--- config.mk ---
export PLATFORM = sky130hd
export DESIGN_NAME = serial_product_collector
export DESIGN_NICKNAME = d
export VERILOG_FILES = /design/src/rtl/serial_product_collector.sv
export SDC_FILE = /design/constraint.sdc
export NUM_CORES = 1
export LEC_CHECK = 0
export CORE_MARGIN = 4
export CORE_UTILIZATION = 52
export DETAILED_ROUTE_END_ITERATION = 16
export HOLD_SLACK_MARGIN = 0.03
export PLACE_DENSITY = 0.79
export SLEW_MARGIN = 20
export SYNTH_ARGS = -nofsm -noshare
export SYNTH_HDL_FRONTEND = slang
export SYNTH_SLANG_ARGS = --single-unit
--- constraint.sdc ---
create_clock -name clk -period 1.98 [get_ports clk]
set_clock_uncertainty 0.1 [all_clocks]
set_input_delay 0.198 -clock clk [delete_from_list [all_inputs] [get_ports clk]]
set_output_delay 0.198 -clock clk [all_outputs]
set_load 0.05 [all_outputs]
--- src/rtl/serial_product_collector.sv ---
// serial_product_collector: assembles an LSB-first serial product into a parallel word (optional parity via SPC_PARITY_EN)
module serial_product_collector #(
  parameter int WIDTH = 8,
  parameter int SKIP  = 1
) (
  input  logic               clk,
  input  logic               rst,
  input  logic               start,
  input  logic               s_in,
  input  logic               ready,
  output logic [2*WIDTH-1:0] product,
  output logic               valid,
  output logic               busy
`ifdef SPC_PARITY_EN
  ,
  output logic               parity
`endif
);
  localparam int PW = 2 * WIDTH;
  localparam int BW = $clog2(PW) + 1;
  typedef enum logic [1:0] {IDLE, ALIGN, SHIFT, HOLD} state_t;
  localparam state_t FIRST = (SKIP == 0) ? SHIFT : ALIGN;
  localparam logic [3:0] ALIGN_INIT = 4'(SKIP == 0 ? 0 : SKIP - 1);
  localparam logic [BW-1:0] LAST = BW'(PW - 1);
  state_t state;
  logic [3:0] align_cnt;
  logic [BW-1:0] bit_cnt;
  logic accept;
  assign accept = start && (state == IDLE || (state == HOLD && ready));
  assign busy = state != IDLE;
  // Capture sequencer: align past upstream latency, shift in 2*WIDTH bits, hold until handshake
  always_ff @(posedge clk or posedge rst) begin
    if (rst) begin
      state     <= IDLE;
      product   <= '0;
      valid     <= 1'b0;
      align_cnt <= '0;
      bit_cnt   <= '0;
    end else if (accept) begin
      state     <= FIRST;
      valid     <= 1'b0;
      align_cnt <= ALIGN_INIT;
      bit_cnt   <= '0;
    end else begin
      case (state)
        ALIGN: begin
          if (align_cnt == 0) begin
            state   <= SHIFT;
            bit_cnt <= '0;
          end else align_cnt <= align_cnt - 1'b1;
        end
        SHIFT: begin
          product <= {s_in, product[PW-1:1]};
          bit_cnt <= bit_cnt + 1'b1;
          if (bit_cnt == LAST) begin
            state <= HOLD;
            valid <= 1'b1;
          end
        end
        HOLD: begin
          if (ready) begin
            state <= IDLE;
            valid <= 1'b0;
          end
        end
        default: state <= IDLE;
      endcase
    end
  end
`ifdef SPC_PARITY_EN
  // Running XOR of every shifted bit, restarted with each accepted capture
  always_ff @(posedge clk or posedge rst) begin
    if (rst) parity <= 1'b0;
    else if (accept) parity <= 1'b0;
    else if (state == SHIFT) parity <= parity ^ s_in;
  end
`endif
endmodule

After elaboration in Yosys (flattened, before gate mapping)
Index checks and enable logic that the tools add are counted.
{"block": "totals", "reg_bits": 28, "latch_bits": 0, "ramBits": 0, "romBits": 0, "out_inout_bits": 18, "wordCells": 45, "mem_count": 0}
{"block": "classes", "n_addsub": 2, "n_mul": 0, "div": 0, "order_cmp": 0, "n_eq_ne": 8, "shift": 0, "muxes": 15, "bitwise_logic": 1, "reduce_logical": 14}
{"operator": "2-to-1 mux 4 bit", "count": 3}
{"operator": "2-to-1 mux 5 bit", "count": 2}
{"operator": "one-hot mux 5 bit (2 select lines)", "count": 1}
{"operator": "inequality test 3 bit (second input constant)", "count": 3}
{"operator": "2-to-1 mux 2 bit", "count": 4}
{"operator": "one-hot mux 2 bit (3 select lines)", "count": 1}
{"operator": "AND reduction 2 bit", "count": 3}
{"operator": "AND reduction 3 bit", "count": 2}
{"operator": "nonzero test 3 bit", "count": 2}
{"operator": "adder 5 x 1 -> 5 bit (second input constant)", "count": 1}
{"operator": "== test 5 x 4 -> 1 bit (second input constant)", "count": 1}
{"operator": "== test 2 bit (second input constant)", "count": 2}
{"operator": "logical NOT 4 bit", "count": 1}
{"operator": "nonzero test 2 bit", "count": 2}
{"operator": "subtractor 4 x 1 -> 4 bit (second input constant)", "count": 1}
{"operator": "2-to-1 mux 1 bit", "count": 3}
{"operator": "== test 2 x 1 -> 1 bit (second input constant)", "count": 1}
{"operator": "logical AND 1 bit", "count": 2}
{"operator": "logical NOT 2 bit", "count": 1}
{"operator": "inequality test 2 bit (second input constant)", "count": 1}
{"operator": "one-hot mux 1 bit (2 select lines)", "count": 1}
{"operator": "logical OR 1 bit", "count": 1}
{"operator": "NOT 1 bit", "count": 1}

Depth between registers and ports, before layout
{"block": "depth", "ltp_word": 6, "depth_mapped": 6, "ltp_nobuf": 6}

Worst setup path after synthesis
No wires, ideal clock.
{"block": "synth_timing", "kind": "reg2reg", "start": "reg align_cnt[0]", "end": "reg state[1]", "t_arrival_ns": 1.457, "required_time_ns": 1.734, "slack_ns": 0.277, "stages_incl_launch_ff": 6, "n_path_buf": 0, "synth_period_minus_slack_ns": 1.703, "path_cell_list": "dfrtp_1 -> inv_1 -> ha_1 -> or3b_4 -> a211oi_1 -> o311ai_0"}
{"block": "synth_between", "elab_chain_len": 3}
{"item": "start: declaration", "line_no": "26", "rtl": "logic [3:0] align_cnt;"}
{"item": "start signal: assignment", "line_no": "50", "rtl": "end else align_cnt <= align_cnt - 1'b1;"}
{"item": "logical NOT 4 bit", "line_no": "47", "rtl": "if (align_cnt == 0) begin"}
{"item": "inequality test 3 bit (no source line)"}
{"item": "AND reduction 3 bit (no source line)"}
{"item": "end signal: assignment", "line_no": "48", "rtl": "state <= SHIFT;"}
{"item": "end signal: assignment", "line_no": "56", "rtl": "state <= HOLD;"}
{"item": "end signal: assignment", "line_no": "62", "rtl": "state <= IDLE;"}
{"item": "end: declaration", "line_no": "25", "rtl": "state_t state;"}
Every way passes these cells.
A chain may end at the register's enable or synchronous reset.

Worst setup path in the final report
{"block": "layout_timing", "start": "reg product[6]", "end": "out product[6]"}
{"item": "start: declaration", "line_no": "11", "rtl": "output logic [2*WIDTH-1:0] product,"}
{"item": "start signal: assignment", "line_no": "53", "rtl": "product <= {s_in, product[PW-1:1]};"}
No word-level cell between the ends.

==> metrics.txt <==
hold buffer count at cts=0; Crit Path Max Fanout=3; Final nets=164; initial antenna violation count=0; Post-CTS Setup Bufs=0; Die X-Extent=59.96 um; setup_tns=0 ns; Hold/Removal Path Class=primary input to asynchronous set/reset pin; First DRT Iteration DRCs=39; DRC errors left=0; H-tree levels=1; period utilization=93.33%; top layer in use=met4; total track usage=18.33%; clock latency at the later pin of the worst-skew pair=0.33 ns; Synth top area share=49.91%; die area=0.003595 sq mm; Cell variety after synth=32; cts bufs inserted=3; Synth Area in Adders=8.021%; DP HPWL=2038 um; # rows=18; area share of and/or/nand/nor cells after synthesis=10.07%; share of post-route cells with drive strength above 1=20.81%; Synth Instances=122; Port Buffers=22; M1 WL=1197 um; crit path DAT=1.55 ns; Cell Area, Synth=0.001404 sq mm; crit-path max cell delay=0.82 ns; Synth Warn #=0; die height=59.96 um; CP Launch Type=flop; crit-path leading delay family=buffers and inverters; sequential fraction of the synthesis area=49.91%; slew margin rel.=65.76%; ANT cells=0; met3 routed WL=152 um; vias per cell=5.804; initial core utilization=55.65%; slowest cell on the critical path=clkdlybuf4s50_1; max-slew violation count=0; # setup viols final=0; largest net degree at the start of global routing=29; fmax=541.1 MHz; crit-path cells=clkdlybuf4s50_1; post_cts resized=0; Vias=1039; clock-pin slew on the worst setup and hold paths=0.15 ns; syn nets=136; drt wl/cell=15.95 um; Worst setup EP type=output port; gpl congestion=0.8362; Area Growth Syn to Fin=23.89%; first-pass GRT wire length=4919 um; # IOs=23; #FFs+latches synth=28; FILL cells=178; grt total ovfl=0; Synth Area in Compound Gates=13.73%; largest family of logic cells by synthesized area=compound AO/OA/AOI/OAI gates; vias in the first global route=1094; worst path bufs/invs=1; post-synth top area cell=dfrtp_1; Syn Area/Cell=11.51 sq um; Setup CP Type=flop to output port; status=finished clean; CP required=1.68 ns; DRT Pass-1 Iters=4; MaxCap Viol Count=0; core area=0.002522 sq mm; CTS max path bufs=2; Worst Tran Pin Value=0.5120 ns; multiplexer share of the synthesized area=13.55%; RSZ-0062 raised after global routing=false; final hold vios=0; CTS root buffer=clkbuf_4; CTS tree=done; XOR/XNOR share of the synthesized area=0%; clk sinks=28; routed length on met2=1470 um; total wire length=2855 um; Final min period=1.848 ns; synth top area cells=dfrtp_1 50%, mux2_2 13%, ha_1 8.0%, a21oi_1 4.3%, inv_1 3.2%; antenna viol nets, final=0
-- cell type report --
class	instances	area, sq um	share of cell area (%)
well taps	30	37.54	2.158
clock inverters	1	30.03	1.727
inverters	13	48.80	2.806
clock buffers	3	22.52	1.295
repair buffers	27	255.2	14.68
multi-input cells	77	644.4	37.05
flip-flops and latches	28	700.7	40.29
-- through the flow --
step | hold WS [ns] | utilization, % | area (sq um) | instances | setup slack [ns]
after floorplan | 0.1634 | - | 1404 | 122 | 0.2775
after global placement | 0.3958 | 66.57 | 1679 | 175 | 0.2105
after detailed placement | 0.4002 | 66.57 | 1679 | 175 | 0.1201
after CTS | 0.1008 | 68.65 | 1732 | 179 | 0.1033
after global routing | 0.1122 | 68.95 | 1739 | 179 | 0.006397
final | 0.09791 | 68.95 | 1739 | 179 | 0.1320
-- sequential cells by signal (all words and copies together) (netlist names) --
register   count
product       16
valid          1
bit_cnt        5
align_cnt      4
state          2
-- metal layers --
layer	vias to the layer above	global-route usage, %
li1	496	-
met1	512	21.79
met2	28	31.17
met3	3	6.048
met4	0	5.696
met5	-	0
-- synth_stat cells --
cell type,n
a21o_1,2
mux2_2,16
o2111ai_1,1
inv_1,12
a21oi_1,12
o22ai_1,1
a32oi_1,1
a2bb2oi_1,1
or2_2,1
ha_1,9
nand4bb_1,1
o21ai_0,5
o211ai_1,2
nand3_1,6
or4_1,2
buf_2,2
mux2i_1,1
nor3b_1,1
inv_2,1
dfrtp_1,28
clkbuf_1,2
o311ai_0,1
nand2b_1,1
and2_1,2
and3_1,1
and4b_1,1
a211oi_1,1
a211o_1,2
a2111o_1,1
nor2b_1,2
or3_1,2
or3b_4,1
-- cell families after synthesis --
kind of cell	Yosys count
AO/OA/AOI/OAI	30
adder cells (fa/ha/maj)	9
buffers and inverters	17
flip-flops	28
multiplexers	17
AND/OR/NAND/NOR	21
-- worst paths after layout --
| check | start | to | slack (ns) | depth (start not counted) |
|---|---|---|---|---|
| setup reg to reg | align_cnt[0] | state[1] | 0.15 | 5 |
| hold / removal | rst | bit_cnt[3] | 0.1 | 3 |
| min in group clk | s_in | product[15] | 0.36 | 2 |
| setup / recovery | product[6] | product[6] | 0.13 | 1 |
| hold reg to reg | product[0] | product[0] | 0.43 | 1 |
| max in group asynchronous | rst | product[11] | 1.43 | 3 |
-- placed cells by master (no fill, tap or decap) --
cell type        instances
nor2b_1                  2
nand2b_1                 1
and3_1                   1
buf_4                    6
and4b_1                  1
o21ai_0                  5
bufinv_16                1
clkbuf_4                 3
mux2i_1                  1
o211ai_1                 2
nand3_1                  6
or2_2                    1
inv_2                    1
a32oi_1                  1
dfrtp_1                 28
nor3b_1                  1
a211o_1                  2
clkdlybuf4s50_1         21
or3_1                    2
mux2_2                  16
or4_1                    2
o22ai_1                  1
a211oi_2                 1
o311ai_1                 1
and2_1                   2
a2bb2oi_1                1
o2111ai_1                1
a2111o_1                 1
ha_2                     1
a21o_1                   2
nand4bb_1                1
inv_1                   12
or3b_4                   1
ha_1                     8
a21oi_1                 12
Power is left out: the tool's default activity adds up to more than one toggle a clock period on the data nets, which glitch-free logic cannot reach.
